`src/rtl/pkg.sv`:
```
// Shared types for the intf2 producer/consumer slice.
//   type_2_t     : two-field word carried on intf2 (abc, def)
//   drv_state_t  : presentation FSM state of intf2_all_out_driver
package pkg;

  typedef struct packed {
    logic abc;
    logic def;
  } type_2_t;

  typedef enum logic {IDLE, HOLD} drv_state_t;

  localparam int unsigned DRV_DEFAULT_DEPTH = 4;

endpackage

```
`src/rtl/intf2.sv`:
```
// intf2: two single-bit lanes, abc and def.
//   all_out : producer side, drives abc/def
//   all_in  : consumer side, observes abc/def
interface intf2;
  logic abc;
  logic def;

  modport all_out (output abc, output def);
  modport all_in  (input  abc, input  def);
endinterface

```
`src/rtl/intf2_drv_fifo.sv`:
```
// Synchronous FIFO of type_2_t words feeding the intf2 driver.
//   clk, rst     : clock, synchronous active-high reset (flushes pointers/level)
//   push, wdata  : write strobe and word (ignored when full)
//   pop, rdata   : read strobe and head word (rdata valid while !empty)
//   full, empty  : occupancy flags
//   level        : occupancy 0..DEPTH
module intf2_drv_fifo
  import pkg::*;
#(
  parameter int unsigned DEPTH = DRV_DEFAULT_DEPTH
) (
  input  logic                         clk,
  input  logic                         rst,
  input  logic                         push,
  input  type_2_t                      wdata,
  input  logic                         pop,
  output type_2_t                      rdata,
  output logic                         full,
  output logic                         empty,
  output logic [$clog2(DEPTH+1)-1:0]   level
);

  localparam int unsigned PTR_W = $clog2(DEPTH);
  localparam int unsigned LVL_W = $clog2(DEPTH + 1);

  type_2_t            mem [DEPTH];
  logic [PTR_W-1:0]   wr_ptr;
  logic [PTR_W-1:0]   rd_ptr;
  logic               do_push;
  logic               do_pop;

  assign full    = (level == LVL_W'(DEPTH));
  assign empty   = (level == '0);
  assign do_push = push && !full;
  assign do_pop  = pop && !empty;
  assign rdata   = mem[rd_ptr];

  // Storage needs no reset; only pointers and level define validity.
  always_ff @(posedge clk) begin
    if (do_push) begin
      mem[wr_ptr] <= wdata;
    end
  end

  // Pointers wrap naturally because DEPTH is a power of two.
  always_ff @(posedge clk) begin
    if (rst) begin
      wr_ptr <= '0;
      rd_ptr <= '0;
      level  <= '0;
    end else begin
      if (do_push) wr_ptr <= wr_ptr + PTR_W'(1);
      if (do_pop)  rd_ptr <= rd_ptr + PTR_W'(1);
      case ({do_push, do_pop})
        2'b10:   level <= level + LVL_W'(1);
        2'b01:   level <= level - LVL_W'(1);
        default: level <= level;
      endcase
    end
  end

endmodule

```
`src/rtl/intf2_all_out_driver.sv`:
```
// Producer stage driving intf2 through its all_out modport. Words are queued
// in a small FIFO and each is held on abc/def for hold_cycles+1 cycles,
// back-to-back while data is queued.
//   clk, rst      : clock, synchronous active-high reset
//   in_valid/in_ready/in_data : input handshake (push on valid && ready)
//   hold_cycles   : extra presentation cycles, sampled when a word is loaded
//   out_port      : intf2.all_out, abc/def registered
//   busy          : a word is being presented (HOLD)
//   level         : FIFO occupancy
//   word_done     : high on the final presentation cycle of each word
module intf2_all_out_driver
  import pkg::*;
#(
  parameter int unsigned DEPTH  = DRV_DEFAULT_DEPTH,
  parameter int unsigned HOLD_W = 4
) (
  input  logic                         clk,
  input  logic                         rst,
  input  logic                         in_valid,
  output logic                         in_ready,
  input  type_2_t                      in_data,
  input  logic [HOLD_W-1:0]            hold_cycles,
  intf2.all_out                        out_port,
  output logic                         busy,
  output logic [$clog2(DEPTH+1)-1:0]   level,
  output logic                         word_done
);

  drv_state_t         state;
  logic [HOLD_W-1:0]  hold_cnt;
  type_2_t            fifo_rdata;
  logic               fifo_full;
  logic               fifo_empty;
  logic               push;
  logic               pop;
  logic               last_cycle;

  // No bypass: a full FIFO refuses even when a pop happens this cycle.
  assign in_ready   = !fifo_full && !rst;
  assign push       = in_valid && in_ready;
  assign last_cycle = (state == HOLD) && (hold_cnt == '0);
  // Pop from IDLE, or on the last cycle of a word for zero-gap streaming.
  assign pop        = !fifo_empty && ((state == IDLE) || last_cycle);
  assign busy       = (state == HOLD);
  assign word_done  = last_cycle;

  intf2_drv_fifo #(
    .DEPTH (DEPTH)
  ) u_fifo (
    .clk   (clk),
    .rst   (rst),
    .push  (push),
    .wdata (in_data),
    .pop   (pop),
    .rdata (fifo_rdata),
    .full  (fifo_full),
    .empty (fifo_empty),
    .level (level)
  );

  // Presentation FSM; abc/def retain the last word while IDLE.
  always_ff @(posedge clk) begin
    if (rst) begin
      state        <= IDLE;
      hold_cnt     <= '0;
      out_port.abc <= 1'b0;
      out_port.def <= 1'b0;
    end else begin
      case (state)
        IDLE: begin
          if (!fifo_empty) begin
            out_port.abc <= fifo_rdata.abc;
            out_port.def <= fifo_rdata.def;
            hold_cnt     <= hold_cycles;
            state        <= HOLD;
          end
        end
        HOLD: begin
          if (hold_cnt != '0) begin
            hold_cnt <= hold_cnt - HOLD_W'(1);
          end else if (!fifo_empty) begin
            out_port.abc <= fifo_rdata.abc;
            out_port.def <= fifo_rdata.def;
            hold_cnt     <= hold_cycles;
          end else begin
            state <= IDLE;
          end
        end
        default: state <= IDLE;
      endcase
    end
  end

endmodule

```
`src/flat_wrapper.sv`:
```
// flat-port wrapper written by rule: the top's interface ports become plain ports
module intf2_all_out_driver_flat import pkg::*;
#(
  parameter int unsigned DEPTH  = DRV_DEFAULT_DEPTH,
  parameter int unsigned HOLD_W = 4
)
  (clk, rst, in_valid, in_ready, in_data, hold_cycles, busy, level, word_done, out_port_abc, out_port_def);
  intf2 out_port_i ();
  input  logic clk;
  input  logic rst;
  input  logic in_valid;
  output logic in_ready;
  input  type_2_t in_data;
  input  logic [HOLD_W-1:0] hold_cycles;
  output logic busy;
  output logic [$clog2(DEPTH+1)-1:0] level;
  output logic word_done;
  output wire logic [$bits(out_port_i.abc)-1:0] out_port_abc;
  output wire logic [$bits(out_port_i.def)-1:0] out_port_def;
  assign out_port_abc = out_port_i.abc;
  assign out_port_def = out_port_i.def;
  intf2_all_out_driver #(.DEPTH(DEPTH), .HOLD_W(HOLD_W)) u_core (.clk(clk), .rst(rst), .in_valid(in_valid), .in_ready(in_ready), .in_data(in_data), .hold_cycles(hold_cycles), .out_port(out_port_i), .busy(busy), .level(level), .word_done(word_done));
endmodule
```
`config.mk`:
```
export PLATFORM = sky130hd
export DESIGN_NAME = intf2_all_out_driver_flat
export DESIGN_NICKNAME = d
export VERILOG_FILES = /design/src/rtl/pkg.sv /design/src/rtl/intf2.sv /design/src/rtl/intf2_drv_fifo.sv /design/src/rtl/intf2_all_out_driver.sv /design/src/flat_wrapper.sv
export SDC_FILE = /design/constraint.sdc
export NUM_CORES = 1
export LEC_CHECK = 0
export CORE_ASPECT_RATIO = 1.5
export CORE_MARGIN = 2
export CORE_UTILIZATION = 30
export CTS_BUF_LIST = sky130_fd_sc_hd__clkbuf_4
export CTS_CLUSTER_SIZE = 16
export DETAILED_ROUTE_END_ITERATION = 8
export HOLD_SLACK_MARGIN = 0.1
export MAX_ROUTING_LAYER = met4
export PLACE_DENSITY = 0.57
export SLEW_MARGIN = 20
export SYNTH_ARGS = -nofsm -noshare
export SYNTH_HDL_FRONTEND = slang
export SYNTH_HIERARCHICAL = 1
export SYNTH_SLANG_ARGS = --single-unit
```
`constraint.sdc`:
```
create_clock -name clk -period 6.3 [get_ports clk]
set_input_delay 0.945 -clock clk [delete_from_list [all_inputs] [get_ports clk]]
set_output_delay 0.945 -clock clk [all_outputs]
set_load 0.05 [all_outputs]
```
## Yosys cells after proc, flatten, opt, wreduce, memory -nomap -nowiden

Memories as Yosys holds them, arrays and structs flattened. A register that Yosys moved wholly into a read port is not among the register bits.
Cells that the tools add are included.

| storage, ports and cells | value |
|---|---|
| register bits after elaboration | 14 |
| RAM bits | 8 |
| output and inout port bits | 8 |
| memories | 1 |

| cells by class | value |
|---|---|
| add/subtract/negate cells | 5 |
| equal/unequal tests | 4 |
| mux-type cells | 17 |
| bitwise operators | 1 |
| reduce and logical (&&, ||, !) cells | 14 |

Memories:

| memory | depth | bits a word | rd ports | clocked after memory_dff | wr ports | line | source |
|---|---|---|---|---|---|---|---|
| u_core.u_fifo.mem | 4 | 2 | 1 | 1 | 1 | intf2_drv_fifo.sv:26 | `type_2_t mem [DEPTH];` |

Operators by type and width:

| operator | count |
|---|---|
| two-way mux 1 bit | 8 |
| two-way mux 4 bit | 2 |
| case mux 4 bit (2 select lines) | 1 |
| logical AND 1 bit | 6 |
| case mux 1 bit (2 select lines) | 3 |
| case mux 3 bit (2 select lines) | 1 |
| adder 2 x 1 -> 2 bit (second input constant) | 2 |
| logical NOT 4 bit | 1 |
| two-way mux 2 bit | 2 |
| nonzero test 4 bit | 1 |
| subtractor 4 x 1 -> 4 bit (second input constant) | 1 |
| adder 3 x 1 -> 3 bit (second input constant) | 1 |
| equality test 3 bit (second input constant) | 1 |
| logical NOT 1 bit | 3 |
| logical NOT 3 bit | 1 |
| subtractor 3 x 1 -> 3 bit (second input constant) | 1 |
| equality test 2 x 1 -> 1 bit (second input constant) | 1 |
| equality test 2 bit (second input constant) | 1 |
| != test 2 bit (second input constant) | 1 |
| nonzero test 2 bit | 1 |
| logical OR 1 bit | 1 |
| NOT 1 bit | 1 |

## Longest topological paths before layout

| depth | value |
|---|---|
| depth after elaboration | 7 |
| depth in mapped cells | 13 |
| depth with buffers taken out | 12 |

## By module

Netlist, hierarchy kept.

By module, submodules not included:

| module | instances | cells each | area each (µm²) |
|---|---|---|---|
| intf2_drv_fifo | 1 | 64 | 760.7 |
| intf2_all_out_driver | 1 | 44 | 412.9 |

## Worst setup path after synthesis

OpenSTA, ideal clock, no wires.

| timing path | value |
|---|---|
| path type | input port to flip-flop |
| start | in rst |
| end | reg u_core.u_fifo.level[2] |
| library setup time | 70 ps |
| arrival | 3,272 ps |
| slack | 2,958 ps |
| stages on the path | 12 |
| cell sequence | clkbuf_1 nor2_1 and2_1 inv_1 nor2_1 inv_1 ha_1 inv_1 fa_1 xor2_1 or3_1 a21oi_1 |

| on the way | value |
|---|---|
| cells in the longest elaborated chain, start to end | 6 |

Ends and longest elaborated chain:

| item | line | source |
|---|---|---|
| start, declared | flat_wrapper.sv:10 | `input logic rst;` |
| logical NOT 1 bit (*) | intf2_all_out_driver.sv:39 | `assign in_ready = !fifo_full && !rst;` |
| logical AND 1 bit (*) | intf2_all_out_driver.sv:39 |  |
| via in_ready | flat_wrapper.sv:12 | `output logic in_ready;` |
| logical AND 1 bit (*) | intf2_all_out_driver.sv:40 | `assign push = in_valid && in_ready;` |
| via u_core.push | intf2_all_out_driver.sv:34 | `logic push;` |
| logical AND 1 bit (*) | intf2_drv_fifo.sv:34 | `assign do_push = push && !full;` |
| equality test 2 x 1 -> 1 bit / equality test 2 bit (equally long branches) | intf2_drv_fifo.sv:54 | `case ({do_push, do_pop})` |
| case mux 3 bit (2 select lines) / nonzero test 2 bit (equally long branches) | -- |  |
| end signal, assigned | intf2_drv_fifo.sv:55 | `2'b10: level <= level + LVL_W'(1);` |
| end signal, assigned | intf2_drv_fifo.sv:56 | `2'b01: level <= level - LVL_W'(1);` |
| end signal, assigned | intf2_drv_fifo.sv:57 | `default: level <= level;` |
| end, declared | intf2_drv_fifo.sv:20 | `output logic [$clog2(DEPTH+1)-1:0] level` |

Mark *: on every way through the listed nets, which the timed path passes. The rest lies on a longest branch.
A chain may end at the register's enable or synchronous reset.

## Worst setup path in the final report

| timing path | value |
|---|---|
| start | in rst |
| end | out in_ready |

| on the way | value |
|---|---|
| cells in the longest elaborated chain, start to end | 2 |

Ends and longest elaborated chain:

| item | line |
|---|---|
| logical NOT 1 bit | intf2_all_out_driver.sv:39 |
| logical AND 1 bit | intf2_all_out_driver.sv:39 |
| end, declared | flat_wrapper.sv:12 |

No other way between the ends.

==> out/metrics.cfg <==
[outcome]
run_status=finished, final reports clean

[timing]
setup_repair_after_global_routing_missed_its_margin=no
timing.final.hold_violations=0
maxSlewViolCount=0
max-slew-margin-rel=0.481
timing.clock.skew_ns=0.00129
sum_of_negative_setup_slack_ns=0
period_needed_ns=3.71
final_worst_path_setup_slack_ns=2.59
finalCritPeriodShare=0.590
actual_transition_at_the_worst_max_transition_pin_ns=0.774
setup_violations=0
max_freq_ghz=0.269

[cells_and_area]
area_growth_syn_to_fin_pct=18.5
layout.nets=140
drive_gt1_frac=0.0894
antenna-diode-count=0
mostFrequentLayoutCells=sky130_fd_sc_hd__clkdlybuf4s50_1 (16), sky130_fd_sc_hd__dfxtp_1 (16), sky130_fd_sc_hd__inv_1 (12)
final_cell_area_um2=1390

[setup_path]
timing.critical_path.fanout_max=18
kind_of_critical_path=in -> out
critPathCaptureType=output port
cp.required_ns=5.35
critical_path.startpoint_type=input port
critical_path_arrival_ns=2.77

[flow_run]
maxCapViolCount=0

[yosys]
synth_area_um2=1170
yosysWarnings=6
ys_dominant_reg_cell=sky130_fd_sc_hd__dfxtp_1
nets_in_the_synthesized_netlist=124
postSynthRegisterBits=24
seq_area_frac_synth=0.478
mean_cell_area_of_the_mapped_netlist_um2=10.9
synth-edff-count=8
synthCells=108
synthArstFlopShare=0
synthDistinctLibCells=33

[clock_network]
max-clock-path-buffers=2
clkSinkCount=24
post-cts-setup-buffers=0
cts_made_buffers=3
clock_latency_ns=0.30
cts_hold_buf=0
tritoncts_clock_tree=built
root_buffer=sky130_fd_sc_hd__clkbuf_4
cts_resized=0
cts.clk_slew.worst_paths_ns=0.11
htree_num_levels=1

[place]
dp_hpwl_mm=1.48
placed_area_um2=1360
io_buffers=16
placement.setup.worst_slack_ns=2.53
place_congestion=0.691

[floorplan]
rows=27
fp.coreArea_um2=3720
initial_core_util=0.316
die_area_um2=4440
vertical_die_dimension_um=80.6
top_level_ports=17
die_w_um=55.1

[power]
power.leakage_nw=0.520
peak_supply_drop_mv=0.246
pwr_density_cell_nw_per_um2=413
overall_power_mw=0.575

[grt]
grt_first_pass_wirelength_mm=3.39
grt_overflow_total=0
largest_net_degree_at_the_start_of_global_routing=19
gr-usage-all-layers=0.109
via_count_of_the_first_global_routing_pass=804
grt_antenna_before_repair=0

[routing]
detailedRoute.firstIterationViolations=10
avgViaCountPerCell=4.81
wire_per_inst_um=11.9
drt_first_pass_iters=4
ant_nets=0
routed_wl_mm=1.97
drcViolationCount=0
routed-via-count=798

[hold_path]
worst_hold_path_type=reg -> reg

cells by family after synthesis:
logic type / after synthesis / share of synthesized area
DFF: 24 / 0.478
muxes: 7 / 0.0810
AOI/OAI and AO/OA: 19 / 0.117
and+or+nand+nor: 30 / 0.152
buffers and inverters: 17 / 0.0608
xor gates and xnor gates: 4 / 0.0299
adders and majority gates: 7 / 0.0810
final timing paths:
path / from / endpoint / slack, ns / cells after the start
hold / removal: u_core/out_port.abc / u_core/out_port.abc / 0.48 / 2
hold reg to reg: u_core/out_port.abc / u_core/out_port.abc / 0.48 / 2
setup / recovery: rst / in_ready / 2.59 / 3
setup reg to reg: u_core/hold_cnt[0] / u_core/u_fifo/level[2] / 3.48 / 12
Yosys cell counts, types with 3 or more instances:
| cell | number | share of area |
|---|---|---|
| sky130_fd_sc_hd__o21ai_0 | 4 | 0.017 |
| sky130_fd_sc_hd__edfxtp_1 | 8 | 0.20 |
| sky130_fd_sc_hd__mux2i_1 | 5 | 0.043 |
| sky130_fd_sc_hd__xor2_1 | 3 | 0.022 |
| sky130_fd_sc_hd__and2_1 | 5 | 0.027 |
| sky130_fd_sc_hd__inv_1 | 12 | 0.038 |
| sky130_fd_sc_hd__dfxtp_1 | 16 | 0.27 |
| sky130_fd_sc_hd__a21oi_1 | 6 | 0.026 |
| sky130_fd_sc_hd__nor2_1 | 8 | 0.026 |
| sky130_fd_sc_hd__nand2b_1 | 4 | 0.021 |
| sky130_fd_sc_hd__ha_1 | 6 | 0.064 |
| sky130_fd_sc_hd__or3_1 | 3 | 0.016 |
routing by layer:
metal | vias up | track usage | wire, µm | share of wire
met2 | 10 | 0.179 | 1090 | 0.55
met3 | 2 | 0.0112 | 44 | 0.022
met1 | 382 | 0.120 | 799 | 0.41
li1 | 404 | - | - | -
met4 | 0 | 0.0732 | 40 | 0.020
met5 | - | - | 0 | 0
power breakdown:
part / total [mW] / switching, mW / leakage, nW / internal [mW]
clock: 0.0691 / 0.0402 / 0.0184 / 0.0289
sequential: 0.230 / 0.0363 / 0.203 / 0.193
combinational: 0.277 / 0.164 / 0.298 / 0.112
sequential cells by signal (all words and copies together) (netlist names), named ones only:
name,count
u_core/u_fifo/mem,8
u_core/hold_cnt,4
u_core/u_fifo/level,3
u_core/u_fifo/rd_ptr,2
u_core/u_fifo/wr_ptr,2
u_core/busy,1
u_core/out_port.abc,1
u_core/out_port.def,1
worst max-delay path, cell delays in order:
cell	delay [ns]
sky130_fd_sc_hd__clkdlybuf4s50_1	0.74
sky130_fd_sc_hd__nor2_1	0.25
sky130_fd_sc_hd__clkdlybuf4s50_1	0.83
stage by stage:
stage                     hold slack (ns)   util  instances
final                               0.482  0.374        166
after global routing                0.510  0.374        166
after CTS                           0.489  0.374        166
after detailed placement            0.467  0.366        162
after global placement              0.463  0.366        162
after floorplan                     0.459      -        108
final cells by class:
cell class	instances	area, µm²
inverter	12	45.0
tap	43	53.8
timing repair buffer	16	160
fill	392	2320
clock buffer	4	30.0
multi-input combinational	67	542
sequential	24	561
(Power assumes the default switching activity.)
